**config.mk**
```make
export PLATFORM = sky130hd
export DESIGN_NAME = machine_timer_unit
export DESIGN_NICKNAME = d
export VERILOG_FILES = /design/src/rtl/machine_timer_unit.sv
export SDC_FILE = /design/constraint.sdc
export NUM_CORES = 1
export LEC_CHECK = 0
export ABC_AREA = 1
export CAP_MARGIN = 20
export CORE_MARGIN = 2
export CORE_UTILIZATION = 30
export CTS_BUF_LIST = sky130_fd_sc_hd__clkbuf_16
export DETAILED_ROUTE_END_ITERATION = 10
export GPL_TIMING_DRIVEN = 0
export PLACE_DENSITY = 0.59
export SETUP_SLACK_MARGIN = 0.02
export SYNTH_ARGS = -nofsm -noshare
export SYNTH_HDL_FRONTEND = slang
export SYNTH_SLANG_ARGS = --single-unit
export TNS_END_PERCENT = 20
```
**constraint.sdc**
```tcl
create_clock -name clk -period 2.2 [get_ports clk]
set_input_delay 0.22 -clock clk [delete_from_list [all_inputs] [get_ports clk]]
set_output_delay 0.22 -clock clk [all_outputs]
set_load 0.005 [all_outputs]
```
**src/rtl/machine_timer_unit.sv**
```systemverilog
`default_nettype none
// ============================================================================
//  Module   : machine_timer_unit
//  Purpose  : Memory-mapped RISC-V machine timer. Holds a 64-bit mtime
//             counter advanced by a prescaler, a 64-bit mtimecmp compare
//             register and a registered level timer-interrupt request that
//             feeds the CSR unit (mip.MTIP). Registers are accessed as
//             32-bit words; read data returns one cycle after the request.
//  Ports    : clk, rst            - clock, synchronous active-high reset
//             wrEn, rdEn          - write / read strobes
//             regAddr[1:0]        - 0 MTIME_LO, 1 MTIME_HI,
//                                   2 MTIMECMP_LO, 3 MTIMECMP_HI
//             wrData[31:0]        - write data
//             rdData[31:0]        - read data, valid while rdValid = 1
//             rdValid             - pulses the cycle after an accepted rdEn
//             reqTimerInterrupt   - level request, mtime >= mtimecmp
//             mtimeOut[63:0]      - live mtime register for debug/trace
//  Revision : 1.0 - initial release
// ============================================================================
module machine_timer_unit #(
   parameter int PRESCALE_DIV = 1,
   parameter int DATA_WIDTH   = 32
) (
   input  logic                  clk,
   input  logic                  rst,
   input  logic                  wrEn,
   input  logic                  rdEn,
   input  logic [1:0]            regAddr,
   input  logic [DATA_WIDTH-1:0] wrData,
   output logic [DATA_WIDTH-1:0] rdData,
   output logic                  rdValid,
   output logic                  reqTimerInterrupt,
   output logic [63:0]           mtimeOut
);

   localparam logic [1:0] ADDR_MTIME_LO    = 2'd0;
   localparam logic [1:0] ADDR_MTIME_HI    = 2'd1;
   localparam logic [1:0] ADDR_MTIMECMP_LO = 2'd2;
   localparam logic [1:0] ADDR_MTIMECMP_HI = 2'd3;

   // A divide-by-one prescaler still needs a one-bit counter that never moves.
   localparam int CNT_W = (PRESCALE_DIV > 1) ? $clog2(PRESCALE_DIV) : 1;

   logic [CNT_W-1:0] presc_count;
   logic             tick;
   logic [63:0]      mtime;
   logic [63:0]      mtimecmp;
   logic [31:0]      shadow_hi;

   assign tick     = (presc_count == CNT_W'(PRESCALE_DIV - 1));
   assign mtimeOut = mtime;

   always_ff @(posedge clk) begin
      assert (PRESCALE_DIV >= 1)
         else $error("machine_timer_unit: PRESCALE_DIV must be >= 1");
   end

   // Prescaler: free-running, unaffected by writes to mtime.
   always_ff @(posedge clk) begin
      if (rst) begin
         presc_count <= '0;
      end else if (tick) begin
         presc_count <= '0;
      end else begin
         presc_count <= presc_count + CNT_W'(1);
      end
   end

   // mtime: a software write to either half replaces the whole register
   // update for that cycle, so the untouched half keeps its old value and
   // the pending increment (and any carry) is discarded.
   always_ff @(posedge clk) begin
      if (rst) begin
         mtime <= 64'd0;
      end else if (wrEn && (regAddr == ADDR_MTIME_LO)) begin
         mtime <= {mtime[63:32], wrData};
      end else if (wrEn && (regAddr == ADDR_MTIME_HI)) begin
         mtime <= {wrData, mtime[31:0]};
      end else if (tick) begin
         mtime <= mtime + 64'd1;
      end
   end

   // mtimecmp: only ever changed by software writes.
   always_ff @(posedge clk) begin
      if (rst) begin
         mtimecmp <= {64{1'b1}};
      end else if (wrEn && (regAddr == ADDR_MTIMECMP_LO)) begin
         mtimecmp <= {mtimecmp[63:32], wrData};
      end else if (wrEn && (regAddr == ADDR_MTIMECMP_HI)) begin
         mtimecmp <= {wrData, mtimecmp[31:0]};
      end
   end

   // Interrupt is a pure level computed from the current register values.
   always_ff @(posedge clk) begin
      if (rst) begin
         reqTimerInterrupt <= 1'b0;
      end else begin
         reqTimerInterrupt <= (mtime >= mtimecmp);
      end
   end

   // Reads sample pre-edge register values, so a same-cycle write is seen
   // only by later reads. A LO read latches the HI half of the same
   // snapshot so a following HI read yields a consistent 64-bit value.
   always_ff @(posedge clk) begin
      if (rst) begin
         rdData    <= '0;
         rdValid   <= 1'b0;
         shadow_hi <= 32'd0;
      end else begin
         rdValid <= rdEn;
         if (rdEn) begin
            case (regAddr)
               ADDR_MTIME_LO: begin
                  rdData    <= mtime[31:0];
                  shadow_hi <= mtime[63:32];
               end
               ADDR_MTIME_HI:    rdData <= shadow_hi;
               ADDR_MTIMECMP_LO: rdData <= mtimecmp[31:0];
               ADDR_MTIMECMP_HI: rdData <= mtimecmp[63:32];
               default:          rdData <= rdData;
            endcase
         end
      end
   end

endmodule
`default_nettype wire

```
Word level (Yosys, flattened, before mapping) --
Index checks and enable logic that the tools add are counted.
Word-level totals: bits of input ports 38, bits in writable memories 0, memories kept 0, register bits 195, bits in read-only memories 0, bits in latches 0, output and inout bits 98, logic and storage cells 36
Cells by class: $mul 0, muxes and demuxes 5, divide/modulo/power cells 0, add/subtract/negate cells 2, shifts and indexed selects 0, reductions and logical operators 10, equality and inequality tests 6, order comparisons 1, bitwise logic cells 3
Operators with widths (count):
- two-way mux 64 bit | 2
- one-hot mux 32 bit (4 select lines) | 1
- adder 64 x 1 -> 64 bit, second input constant | 1
- >= comparator 64 bit | 1
- two-way mux 32 bit | 2
- AND reduction 2 bit | 4
- equality test 2 bit, second input constant | 2
- logical AND 1 bit | 4
- inequality test 2 x 1 -> 1 bit, second input constant | 2
- NOT 1 bit | 3
- equality test 2 x 1 -> 1 bit, second input constant | 1
- zero test 2 bit | 1
- inequality test 2 bit, second input constant | 1
- OR reduction 2 bit | 1
- adder 1 bit, second input constant | 1

Depth between registers and ports, before layout --
depth in word-level cells 4, gate-level depth with buffers 15, gate-level depth less buffers 15

Worst setup path after synthesis --
Ideal clock, no wire load.
path type register to register, from register mtime[1] (netlist: mtimeOut[1]), to register mtime[34] (netlist: mtimeOut[34]), path slack 0.449 ns, cell stages (with the launch flop) 11, required time 2.085 ns, data arrival time 1.636 ns, setup time 0.115 ns, clock period less this slack 1.751 ns, path buffers 0, cell sequence dfxtp_1 > ha_1 > inv_1 > nor2_4 > nand2_2 > nor2_2 > nand3_1 > o21ai_0 > nand2_1 > o21ai_1 > nor2_1
Between the ends: word-level cells in the longest chain between the ends 3
RTL lines:
- from (decl) | line 46 | logic [63:0] mtime;
- from (signal assigned) | line 76 | mtime <= {mtime[63:32], wrData};
- from (signal assigned) | line 78 | mtime <= {wrData, mtime[31:0]};
- from (signal assigned) | line 80 | mtime <= mtime + 64'd1;
- adder 64 x 1 -> 64 bit | line 80
- two-way mux 64 bit | line 79 | end else if (tick) begin
- two-way mux 64 bit | line 77 | end else if (wrEn && (regAddr == ADDR_MTIME_HI)) begin
Every way passes these cells. The select of a mux whose other input is x is not followed. A chain may end at the register's enable or synchronous reset.

Worst setup path in the final report --
from input regAddr[1], to register mtime[37] (netlist: mtimeOut[37])
Between the ends: word-level cells in the longest chain between the ends 4, elaborated cells between the ends (all ways) 8, classes of those cells eq/ne (2); mux (1); bitwise (1); reduce/logical (4)
RTL lines:
- from (decl) | line 28 | input logic [1:0] regAddr,
- equality test 2 x 1 -> 1 bit or zero test 2 bit (tied branches) | line 77, 75
- logical AND 1 bit, on equally long branches | line 77, 75
- inequality test 2 x 1 -> 1 bit (no source line) or NOT 1 bit (tied branches)
- AND reduction 2 bit (no source line)
Several ways; a longest one is shown, not always the timed one. The select of a mux whose other input is x is not followed.

==> run metrics <==
drt pass-1 iters 8; RR Endpoint mtimeOut[61]; Startpoint Class input port; Worst Tran Pin Value 0.987 ns; Peak VDD IR 0.536 mV; Antenna Nets Post-Route 0; Final Wtd Congestion 1.04; Yosys reg bits 195; first-pass GRT wire length 86600 um; largest stage delay on the critical path 0.67 ns; sequential cell area fraction in the yosys report 33.5%; met2 GRT Util 46.3%; Synth Warn # 0; combinational power share 16.9%; worst setup path startpoint regAddr[1]; Int Power 6.08 mW; initial antenna violation count 0; antenna cells 0; Post-Place Cells 2451; switching power share of the total 31.2%; EDFF count, synth 0; Post-Syn Instances 1798; final setup fails 0; synthesized area 11700 um^2; # fillers 4227; instance count on the critical path 8; drt wl/cell 24.2 um; pin count of the biggest net entering global routing 17; Peak Freq 466 MHz; initial core utilization 30.3%; WP buf/inv 3; HPWL Detailed 47400 um; drt total wl 60200 um; reg-to-reg startpoint mtimeOut[32]; max-cap violations 0; status finished, final reports clean; CTS tree built; Crit. End Element flop; root buffer cell clkbuf_16; critical path's slowest cell clkdlybuf4s50_1; Layout Cells excl Fill 2492; critical path type input port to flop; Port Buf Inserts 134; worst r2r path cells 11; clock buffer depth 2; crit-path leading delay family buffers and inverters; I/O pins 136; clk_lat worst skew 0.47 ns; reg-to-reg slack, setup 0.08 ns; Num CTS Buffers 17; final max-slew violation count 0; proportion of layout cells with a drive suffix above 1 8.61%; Mapped Nets 1901; Die Height 201 um; Worst Setup EP mtimeOut[37]; vias in the first global route 12700; Placed Area 13700 um^2; ys async rst share 0%; Avg Synthesized Cell Area 6.48 um^2; die area 40400 um^2; drt drc 0; Die Wd 201 um; Hold WC Path Type input port to flop; cell area power density 608 nW/um^2; row count 72; Final Cycle Share 97.5%; Cell variety after synth 38; vias 13600; Clk pwr share 37.8%; GR Layer Usage met1 39.0%; endpoints failing hold 0; vias per cell 5.48; predominant post-synthesis flop cell dfxtp_1; Final Skew 0.0155 ns; H-tree levels 4; nets@finish 2064; Critical Path AT 2.46 ns; Max FO, Critical Path 10; CTS sink count 195; Sw Pwr 2.76 mW; Hold Buf Count CTS 0; GRT Residual Overflow 0; Leak Pwr 6.18 nW; RSZ-0062 raised after global routing true; M3 GR Usage 4.55%; Final min period 2.14 ns; All-Layer GR Usage 29.4%; Top Usage Layer GRT met2; Clock transition at path regs 0.07 ns; critical-path cell list clkdlybuf4s50_1, nor2_4, nand2_2, buf_6, clkbuf_1, nand3_1, nand2_1, a21oi_1; Final Cell Area 14500 um^2; Worst slew margin 34.2%; Layout area overhead 24.6%; share of power burned in registers 45.2%; required time of the critical path 2.51 ns; core footprint 38500 um^2; DRT iter0 DRCs 1595
## final cells by class
| class | count | area [um^2] | share of cell area (%) |
|---|---|---|---|
| buffer | 84 | 370 | 2.55 |
| clock buffer | 17 | 425 | 2.93 |
| clock inverter | 15 | 165 | 1.14 |
| inverter | 197 | 742 | 5.11 |
| multi-input combinational | 1322 | 6780 | 46.7 |
| sequential | 195 | 3960 | 27.2 |
| tap | 518 | 648 | 4.46 |
| timing repair buffer | 144 | 1430 | 9.86 |
## Yosys cell counts, types with 7 or more instances
master,number,share of area [%]
ha_1,65,7.0
nor3_1,13,0.56
buf_2,24,1.0
nand4_1,16,0.86
o211ai_1,41,2.6
o21ai_1,15,0.64
o22ai_1,33,1.8
clkbuf_1,53,1.7
nand3_1,64,2.7
a221oi_1,7,0.53
nor2_1,208,6.7
nand2_1,416,13
inv_1,190,6.1
nor2_2,12,0.64
o21ai_0,160,6.9
a21oi_1,236,10
dfxtp_1,195,33
## cell usage in the layout, fill, tap and decap left out, types with 4 or more instances in the layout
cell type / netlist / layout
nand2_1: 416 / 413
a21oi_1: 236 / 236
nor2_1: 208 / 197
inv_1: 190 / 188
o21ai_0: 160 / 157
dfxtp_1: 195 / 154
clkdlybuf4s50_1: 0 / 134
ha_1: 65 / 64
nand3_1: 64 / 60
clkbuf_1: 53 / 48
o211ai_1: 41 / 41
dfxtp_2: 0 / 40
o22ai_1: 33 / 33
buf_2: 24 / 23
o21ai_1: 15 / 18
clkbuf_16: 0 / 17
nand4_1: 16 / 16
nor2_2: 12 / 14
nor2_4: 3 / 12
nor3_1: 13 / 10
inv_2: 6 / 9
buf_4: 0 / 9
nand2_2: 5 / 8
a221oi_1: 7 / 7
clkbuf_2: 0 / 6
o221ai_1: 5 / 5
buf_1: 5 / 4
a31oi_1: 4 / 4
nand3_2: 0 / 4
## flip-flops by register name, indices dropped and copies added (netlist names)
| signal | flops |
|---|---|
| rdData | 32 |
| mtimeOut | 64 |
| mtimecmp | 64 |
| reqTimerInterrupt | 1 |
| shadow_hi | 32 |
| rdValid | 1 |
| presc_count | 1 |
## metrics by stage
step	total power, mW	setup TNS (ns)	worst slack, ns	util, %	hold WS, ns
6_report	8.84	0	0.0553	37.8	0.432
5_1_grt	9.11	-0.0129	-0.0129	37.8	0.444
4_1_cts	8.79	-0.107	-0.0938	37.3	0.405
3_5_place_dp	5.51	-55.90	-0.612	35.5	0.497
3_3_place_gp	5.48	-62.39	-0.662	35.5	0.493
2_1_floorplan	4.68	0	0.449	-	0.346
## cell families (layout without fill, tap and decap cells)
| group | after synthesis | count (layout) | synth area share, % |
|---|---|---|---|
| other cells | 1 | 1 | 0.0322 |
| buf+inv | 281 | 457 | 9.46 |
| flops | 195 | 195 | 33.5 |
| fa+ha+maj | 65 | 65 | 6.98 |
| simple gates | 743 | 743 | 25.9 |
| compound gates | 510 | 510 | 23.9 |
| xor+xnor | 3 | 3 | 0.225 |
## timing repair
| item | in CTS | in global routing |
|---|---|---|
| gates resized for setup | 40 | 51 |
| endpoints found under the setup margin | 40 | 97 |
| pin swaps | 1 | 6 |
| setup buffers | 3 | 6 |
| endpoints found under the hold margin | 0 | 0 |
## per-layer routing
metal / share of wire (%) / wire length, um / vias to the layer above
met5: 0 / 0 / -
met4: 5.2 / 3100 / 0
met3: 7.9 / 4770 / 131
met2: 44 / 26700 / 709
met1: 43 / 25700 / 6507
li1: - / - / 6297
## worst reg2reg max path: stages (launching register included)
cell     delay [ns]
dfxtp_2        0.52
nand2_1        0.18
nor2_2         0.21
nand2_1        0.18
inv_1          0.16
nand2_1        0.07
nor2_1         0.29
nand2_1        0.10
nand2_1        0.07
nand3_1        0.07
nand2_1        0.09
a21oi_1        0.05
## worst min-delay path by stage
stage / slack [ns] / cells after the start / start / to
floorplan: 0.35 / 2 / wrData[0] / mtimecmp[32]
global placement: 0.49 / 2 / shadow_hi[3] / shadow_hi[3]
detailed placement: 0.50 / 2 / shadow_hi[0] / shadow_hi[0]
CTS: 0.41 / 3 / wrData[16] / mtimecmp[16]
global route: 0.44 / 3 / wrData[16] / mtimecmp[16]
finish: 0.43 / 3 / wrData[16] / mtimecmp[16]
## power groups by stage
stage | sequential, mW | combinational (mW) | clock, mW
6_report | 4.00 | 1.50 | 3.34
5_1_grt | 4.01 | 1.62 | 3.47
4_1_cts | 3.98 | 1.46 | 3.35
3_3_place_gp | 4.06 | 1.43 | 0
2_1_floorplan | 3.95 | 0.735 | 0
3_5_place_dp | 4.06 | 1.45 | 0
Note: power is estimated with default switching activity, not from simulation.
